$ cat src/rtl/gelu_cube_root_calculator.sv
// ----------------------------------------------------------------------------
// gelu_cube_root_calculator
//
// Iterative signed Q8.16 cube root. Resolves one result bit per clock with
// a restoring trial-and-compare: each cycle it sets the next lower root bit,
// cubes the trial value and keeps the bit if the cube still fits under the
// radicand. The result is truncated toward zero, so exact cubes return exact
// roots. The unit accepts one operand per ROOT_BITS+1 cycles.
//
// Ports
//   clk         rising-edge clock
//   rst         asynchronous active-high reset; aborts any calculation
//   x_in        signed Q8.16 operand, sampled on accept
//   valid_in    operand valid
//   ready_out   high in IDLE; accept = valid_in && ready_out at a clock edge
//   x_cbrt_out  signed Q8.16 cube root, held until the next result
//   valid_out   one-cycle pulse marking a new x_cbrt_out
// ----------------------------------------------------------------------------
module gelu_cube_root_calculator #(
    parameter int DATA_WIDTH = 24,
    parameter int FRAC_BITS  = 16,
    parameter int ROOT_BITS  = 19
) (
    input  logic                  clk,
    input  logic                  rst,
    input  logic [DATA_WIDTH-1:0] x_in,
    input  logic                  valid_in,
    output logic                  ready_out,
    output logic [DATA_WIDTH-1:0] x_cbrt_out,
    output logic                  valid_out
);

    // Radicand is |x| scaled by 2^(2*FRAC_BITS) so the root comes out in
    // the same Q format as the operand.
    localparam int RAD_W  = DATA_WIDTH + 2 * FRAC_BITS;
    // Cube of a ROOT_BITS-wide trial, plus one spare bit so the compare is
    // never truncated.
    localparam int CMP_W  = 3 * ROOT_BITS + 1;
    localparam int IDX_W  = $clog2(ROOT_BITS);

    typedef enum logic {
        IDLE,
        CALC
    } state_t;

    state_t                  state_q, state_d;
    logic                    sign_q, sign_d;
    logic [RAD_W-1:0]        rad_q, rad_d;
    logic [ROOT_BITS-1:0]    y_q, y_d;
    logic [IDX_W-1:0]        bit_idx_q, bit_idx_d;
    logic [DATA_WIDTH-1:0]   x_cbrt_q, x_cbrt_d;
    logic                    valid_out_q, valid_out_d;

    logic [DATA_WIDTH-1:0]   mag;
    logic [ROOT_BITS-1:0]    trial;
    logic [CMP_W-1:0]        trial_ext;
    logic [CMP_W-1:0]        trial_cube;
    logic                    trial_fits;
    logic [DATA_WIDTH-1:0]   root_ext;

    always_comb begin
        // Two's-complement magnitude; the most negative operand maps to
        // 2^(DATA_WIDTH-1), which still fits as an unsigned value.
        mag        = x_in[DATA_WIDTH-1] ? (~x_in + 1'b1) : x_in;

        trial      = y_q | (ROOT_BITS'(1) << bit_idx_q);
        trial_ext  = CMP_W'(trial);
        trial_cube = trial_ext * trial_ext * trial_ext;
        trial_fits = (trial_cube <= CMP_W'(rad_q));

        state_d     = state_q;
        sign_d      = sign_q;
        rad_d       = rad_q;
        y_d         = y_q;
        bit_idx_d   = bit_idx_q;
        x_cbrt_d    = x_cbrt_q;
        valid_out_d = 1'b0;
        root_ext    = '0;

        unique case (state_q)
            IDLE: begin
                if (valid_in) begin
                    sign_d    = x_in[DATA_WIDTH-1];
                    rad_d     = RAD_W'(mag) << (2 * FRAC_BITS);
                    y_d       = '0;
                    bit_idx_d = IDX_W'(ROOT_BITS - 1);
                    state_d   = CALC;
                end
            end
            CALC: begin
                if (trial_fits) begin
                    y_d = trial;
                end
                if (bit_idx_q == '0) begin
                    // Negating zero yields zero, so no negative-zero case.
                    root_ext    = DATA_WIDTH'(y_d);
                    x_cbrt_d    = sign_q ? (~root_ext + 1'b1) : root_ext;
                    valid_out_d = 1'b1;
                    state_d     = IDLE;
                end else begin
                    bit_idx_d = bit_idx_q - IDX_W'(1);
                end
            end
            default: state_d = IDLE;
        endcase
    end

    always_ff @(posedge clk or posedge rst) begin
        if (rst) begin
            state_q     <= IDLE;
            sign_q      <= 1'b0;
            rad_q       <= '0;
            y_q         <= '0;
            bit_idx_q   <= '0;
            x_cbrt_q    <= '0;
            valid_out_q <= 1'b0;
        end else begin
            state_q     <= state_d;
            sign_q      <= sign_d;
            rad_q       <= rad_d;
            y_q         <= y_d;
            bit_idx_q   <= bit_idx_d;
            x_cbrt_q    <= x_cbrt_d;
            valid_out_q <= valid_out_d;
        end
    end

    assign ready_out  = (state_q == IDLE);
    assign x_cbrt_out = x_cbrt_q;
    assign valid_out  = valid_out_q;

endmodule
$ cat config.mk
export PLATFORM = sky130hd
export DESIGN_NAME = gelu_cube_root_calculator
export DESIGN_NICKNAME = d
export VERILOG_FILES = /design/src/rtl/gelu_cube_root_calculator.sv
export SDC_FILE = /design/constraint.sdc
export NUM_CORES = 2
export LEC_CHECK = 0
export CORE_ASPECT_RATIO = 1.1
export CORE_MARGIN = 5
export CORE_UTILIZATION = 61
export DETAILED_ROUTE_END_ITERATION = 6
export PLACE_DENSITY = 0.82
export SLEW_MARGIN = 40
export SYNTH_ARGS = -nofsm -noshare
export SYNTH_HDL_FRONTEND = slang
export SYNTH_SLANG_ARGS = --single-unit
$ cat constraint.sdc
create_clock -name clk -period 18.7 [get_ports clk]
set_input_delay 2.805 -clock clk [delete_from_list [all_inputs] [get_ports clk]]
set_output_delay 2.805 -clock clk [all_outputs]
set_load 0.01 [all_outputs]
# After elaboration in Yosys (flattened, before gate mapping)
# Index checks and enable logic that the tools add are counted.
[totals] register_bits=75 latchBits=0 ram_bits=0 romBits=0 inputBits=27 out_inout_bits=26 wordCells=38 mem_count=0
[op_classes] add_sub_neg=3 mul=2 div_mod_pow=0 order_cmp=1 n_eq_ne=2 shift=1 mux=14 bitwise=4 n_reduce_logical=4
[op_table] op="$le A57 B56 Y1" n=1
[op_table] op="$mul A38 B19 Y57" n=1
[op_table] op="$mux W19" n=3
[op_table] op="$add A24 B1 Y24 const B" n=2
[op_table] op="$mux W24" n=2
[op_table] op="$mul A19 B19 Y38" n=1
[op_table] op="$pmux W19 S2" n=1
[op_table] op="$not A19 Y24" n=1
[op_table] op="$not A24 Y24" n=1
[op_table] op="$or A19 B19 Y19" n=1
[op_table] op="$shl A1 B5 Y19 const A" n=1
[op_table] op="$mux W5" n=2
[op_table] op="$pmux W5 S2" n=1
[op_table] op="$reduce_and A2 Y1" n=3
[op_table] op="$logic_not A5 Y1" n=1
[op_table] op="$sub A5 B1 Y5 const B" n=1
[op_table] op="$mux W1" n=4
[op_table] op="$ne A2 B2 Y1 const B" n=2
[op_table] op="$pmux W1 S2" n=1
[op_table] op="$not A1 Y1" n=1

# Depth between registers and ports, before layout
[depth] ltp_word=10 ltp_mapped=81 ltp_nobuf=75

# Least setup slack after synthesis
# OpenSTA, ideal clock, no wires.
[synth_path] kind="reg2reg" startpoint="register bit_idx_q[0]" endpoint="register x_cbrt_q[14] (netlist: x_cbrt_out[14])" setup_ns=0.087 t_arrival_ns=17.445 required_time_ns=18.613 slack_ns=1.169 path_stages_with_launch=78 n_path_buf=7 period_less_slack_ns=17.531 cell_sequence="dfrtp_1 inv_1 ha_1 nor2b_1 and3_1 or2_2 clkbuf_1 inv_1 clkbuf_1 nor2_1 fa_1 inv_1 fa_1 fa_1 fa_1 fa_1 fa_1 inv_1 (+42 left out) nor4_1 nand4b_1 or4_1 nor4_2 nand4_2 a21oi_2 buf_6 buf_6 a21oi_1 ha_1 nand2_1 or2_2 nand2b_1 nor2_1 a211oi_1 a21oi_1 or4_1 o211ai_1"
[synth_via] elab_chain_len=10 word_cells_on_any_way=12 cone_classes="1 x add/sub; 2 x mul; 1 x order compare; 1 x shift; 3 x mux; 2 x bitwise; 2 x reduce/logical"
[synth_lines] item="start: declaration" line_no="50" text="logic [IDX_W-1:0] bit_idx_q, bit_idx_d;"
[synth_lines] item="start signal: assignment" line_no="122" text="bit_idx_q <= bit_idx_d;"
[synth_lines] item="$shl A1 B5 Y19" line_no="66" text="trial = y_q | (ROOT_BITS'(1) << bit_idx_q);"
[synth_lines] item="$or A19 B19 Y19" line_no="66"
[synth_lines] item="$mul A19 B19 Y38" line_no="68" text="trial_cube = trial_ext * trial_ext * trial_ext;"
[synth_lines] item="$mul A38 B19 Y57" line_no="68"
[synth_lines] item="$le A57 B56 Y1" line_no="69" text="trial_fits = (trial_cube <= CMP_W'(rad_q));"
[synth_lines] item="$mux W19" line_no="91" text="if (trial_fits) begin"
[synth_lines] item="$mux W19" line_no="80" text="unique case (state_q)"
[synth_lines] item="$not A19 Y24" line_no="97" text="x_cbrt_d = sign_q ? (~root_ext + 1'b1) : root_ext;"
[synth_lines] item="$add A24 B1 Y24" line_no="97"
[synth_lines] item="$mux W24" line_no="97"
[synth_lines] item="end signal: assignment" line_no="123" text="x_cbrt_q <= x_cbrt_d;"
[synth_lines] item="end: declaration" line_no="51" text="logic [DATA_WIDTH-1:0] x_cbrt_q, x_cbrt_d;"
# Parallel ways exist; a longest one is shown, timed or not. The select of a mux whose other input is x is not followed.
# A chain may end at the register's enable or synchronous reset.

# Worst setup path in the final report
# Same ends and word-level chain as after synthesis.

==> metrics <==
unrepaired setup endpoints after global routing=no; asr flop ratio synth=1.00; clock root buffer=clkbuf_16; TritonCTS clock tree=done; Worst Skew=about 9.5 ps; Worst Hold End=x_cbrt_out[0]; Required @ worst endpoint=about 19000 ps; Distinct cells, synth=85; Pre-antenna DRT Iters=7; Worst R2R End=x_cbrt_out[14]; cell taking the most area after synthesis=fa_1; layout cells sized above 1=0.0583; top cells by area, synth=fa_1 47%, ha_1 10%, inv_1 9.9%; cell count after synthesis=around 4200; initial core utilization=0.617; Slew headroom=0.473; first-pass GRT wire length=around 170 mm; placement row count=93; vias in the first global route=roughly 32000; Synth Net Count=roughly 5300; Final Critical Period=between 15000 and 20000 ps; largest net degree at the start of global routing=76; R2R Path Start=bit_idx_q[0]; WL per Instance=21.7 µm; crit path kind=flop to flop; residual DRC count=6; most used cell, CP=fa_1; CTS buffer count=9; storage element area=around 1900 µm²; CP Max Fanout=14; vias per inst=roughly 6; most used flip-flop cell after synthesis=dfrtp_1; number of diodes=0; Die Area=about 64000 µm²; R2R depth=70; Worst Hold Path Cells=2; slowest CP cell=fa_1; FILL cells=4654; clk slew on worst S/H paths=roughly 70 ps; register area share after synthesis=0.0519; initial antenna violation count=1; cell area after synthesis=between 30000 and 40000 µm²; Final HPWL DP=approximately 86 mm; average size of a mapped cell=slightly below 9 µm²; final wirelength=between 100 and 150 mm; most common library cell in the layout ignoring fill and taps=inv_1; nets=around 5400; Die Y=265 µm; all-layer global routing usage=0.339; Initial DRC Count=2564; CTS sink count=75; register bit total from synthesis=75; final count of pins violating max slew=0; Tcrit/Tclk final=0.953; Max Fclk=between 50 and 60 MHz; H-tree Lvls=3; area share of the leading cell type in the synthesized netlist=0.468; Post-synth EDFFs=0; endpoints failing hold=0; slew of the pin with the lowest slew margin=approximately 790 ps; Yosys Warn Count=0; final core occ=0.659; flop2flop setup slack=870 ps; status=finished with violations; startpoint types=flop; most frequent cells in the layout=951 x inv_1, 844 x fa_1, 519 x nor2_1; Worst EP arrival=roughly 18000 ps; CP endpoint kind=flop; I/O pins=53; Overflow after GRT=0; die width=about 240 µm; via count=a little under 30000; final setup vio count=0; Area Growth Syn to Fin=6.85%; DRT antenna net count=0; Clock Tree Buf Depth=2; Worst path max stage delay=between 500 and 600 ps; Hold Buf Count CTS=0; total core area=roughly 59000 µm²; max cap viols=0; port bufs=52; clk_lat worst skew=between 300 and 400 ps; Hold Startpoint=x_cbrt_out[0]; area of the multi-input gates=~30000 µm²; Final Wtd Congestion=0.986; Worst Hold Class=flop to flop; failing checks=DRC
==> registers in the layout, indices dropped and copies added, names as in the netlist <==
name	count
valid_out	1
bit_idx_q	5
x_cbrt_out	24
y_q	19
rad_q	24
state_q	1
sign_q	1
==> layout make-up <==
class | count | share of cell area
inverter | 958 | 0.0934
clock inverter | 7 | 0.00155
clock buffer | 9 | 0.00583
multi-input combinational | 2963 | 0.784
timing repair buffer | 193 | 0.0422
sequential | 75 | 0.0486
tap | 760 | 0.0246
==> per-stage QoR <==
stage | instances | hold WS, ps | cell area [µm²] | setup WS, ps | setup TNS (ps)
2_1_floorplan | 4175 | 450 | 36200 | 1170 | 0
3_3_place_gp | 4937 | 451 | 38000 | 416 | 0
3_5_place_dp | 4937 | 459 | 38100 | -289 | -569
4_1_cts | 4953 | 474 | 38400 | 54.7 | 0
5_1_grt | 4965 | 503 | 38700 | 6.72 | 0
6_report | 4965 | 469 | 38700 | 873 | 0
==> worst max-delay path by stage <==
stage / from / to / slack (ps) / cells past startpoint
2_1_floorplan: bit_idx_q[0] / x_cbrt_out[14] / 1170 / 77
5_1_grt: bit_idx_q[1] / x_cbrt_out[14] / 7 / 72
6_report: bit_idx_q[0] / x_cbrt_out[14] / 870 / 70
3_5_place_dp: bit_idx_q[0] / x_cbrt_out[14] / -290 / 74
3_3_place_gp: bit_idx_q[0] / x_cbrt_out[14] / 420 / 74
4_1_cts: bit_idx_q[0] / x_cbrt_out[14] / 50 / 72
==> Yosys cell counts (all sizes together), types with 30 or more instances <==
cell / instances
ha: 292
xor2: 63
nand2: 474
dfrtp: 75
nand3: 39
xnor2: 68
a21o: 57
nand2b: 30
nor2: 523
o21ai: 97
fa: 845
and2: 47
a21oi: 118
inv: 955
clkbuf: 153
==> worst max-delay path, delay by kind of cell, from the launching register on <==
family	cells	cell delay (ps)
buffers and inverters	13	1550
and+or+nand+nor	21	3990
xor gates and xnor gates	2	300
AOI/OAI and AO/OA	17	3800
adders and majority gates	17	7690
DFF	1	410
==> kinds of logic after synthesis <==
kind of cell / share of synthesized area
compound gates: 0.0798
xor+xnor: 0.0317
fa+ha+maj: 0.569
buf+inv: 0.119
flops: 0.0519
mux: 0.00169
other cells: 0.000104
simple gates: 0.147
==> routing by layer <==
| layer | up-vias | track usage | wire [µm] |
|---|---|---|---|
| met4 | 0 | 0.245 | 10900 |
| met2 | 1844 | 0.556 | 50200 |
| met3 | 706 | 0.0913 | 12200 |
| met1 | 14600 | 0.387 | 34600 |
| met5 | - | 0 | 0 |
| li1 | 12600 | - | - |
==> timing repair <==
action                     CTS  global route
gates resized for setup      5            46
pin swaps                    0             3
setup buffers                0            12
setup endpoints to repair    5            40
Power is left out: the tool's default activity adds up to more than one toggle a clock period on the data nets, which glitch-free logic cannot reach.
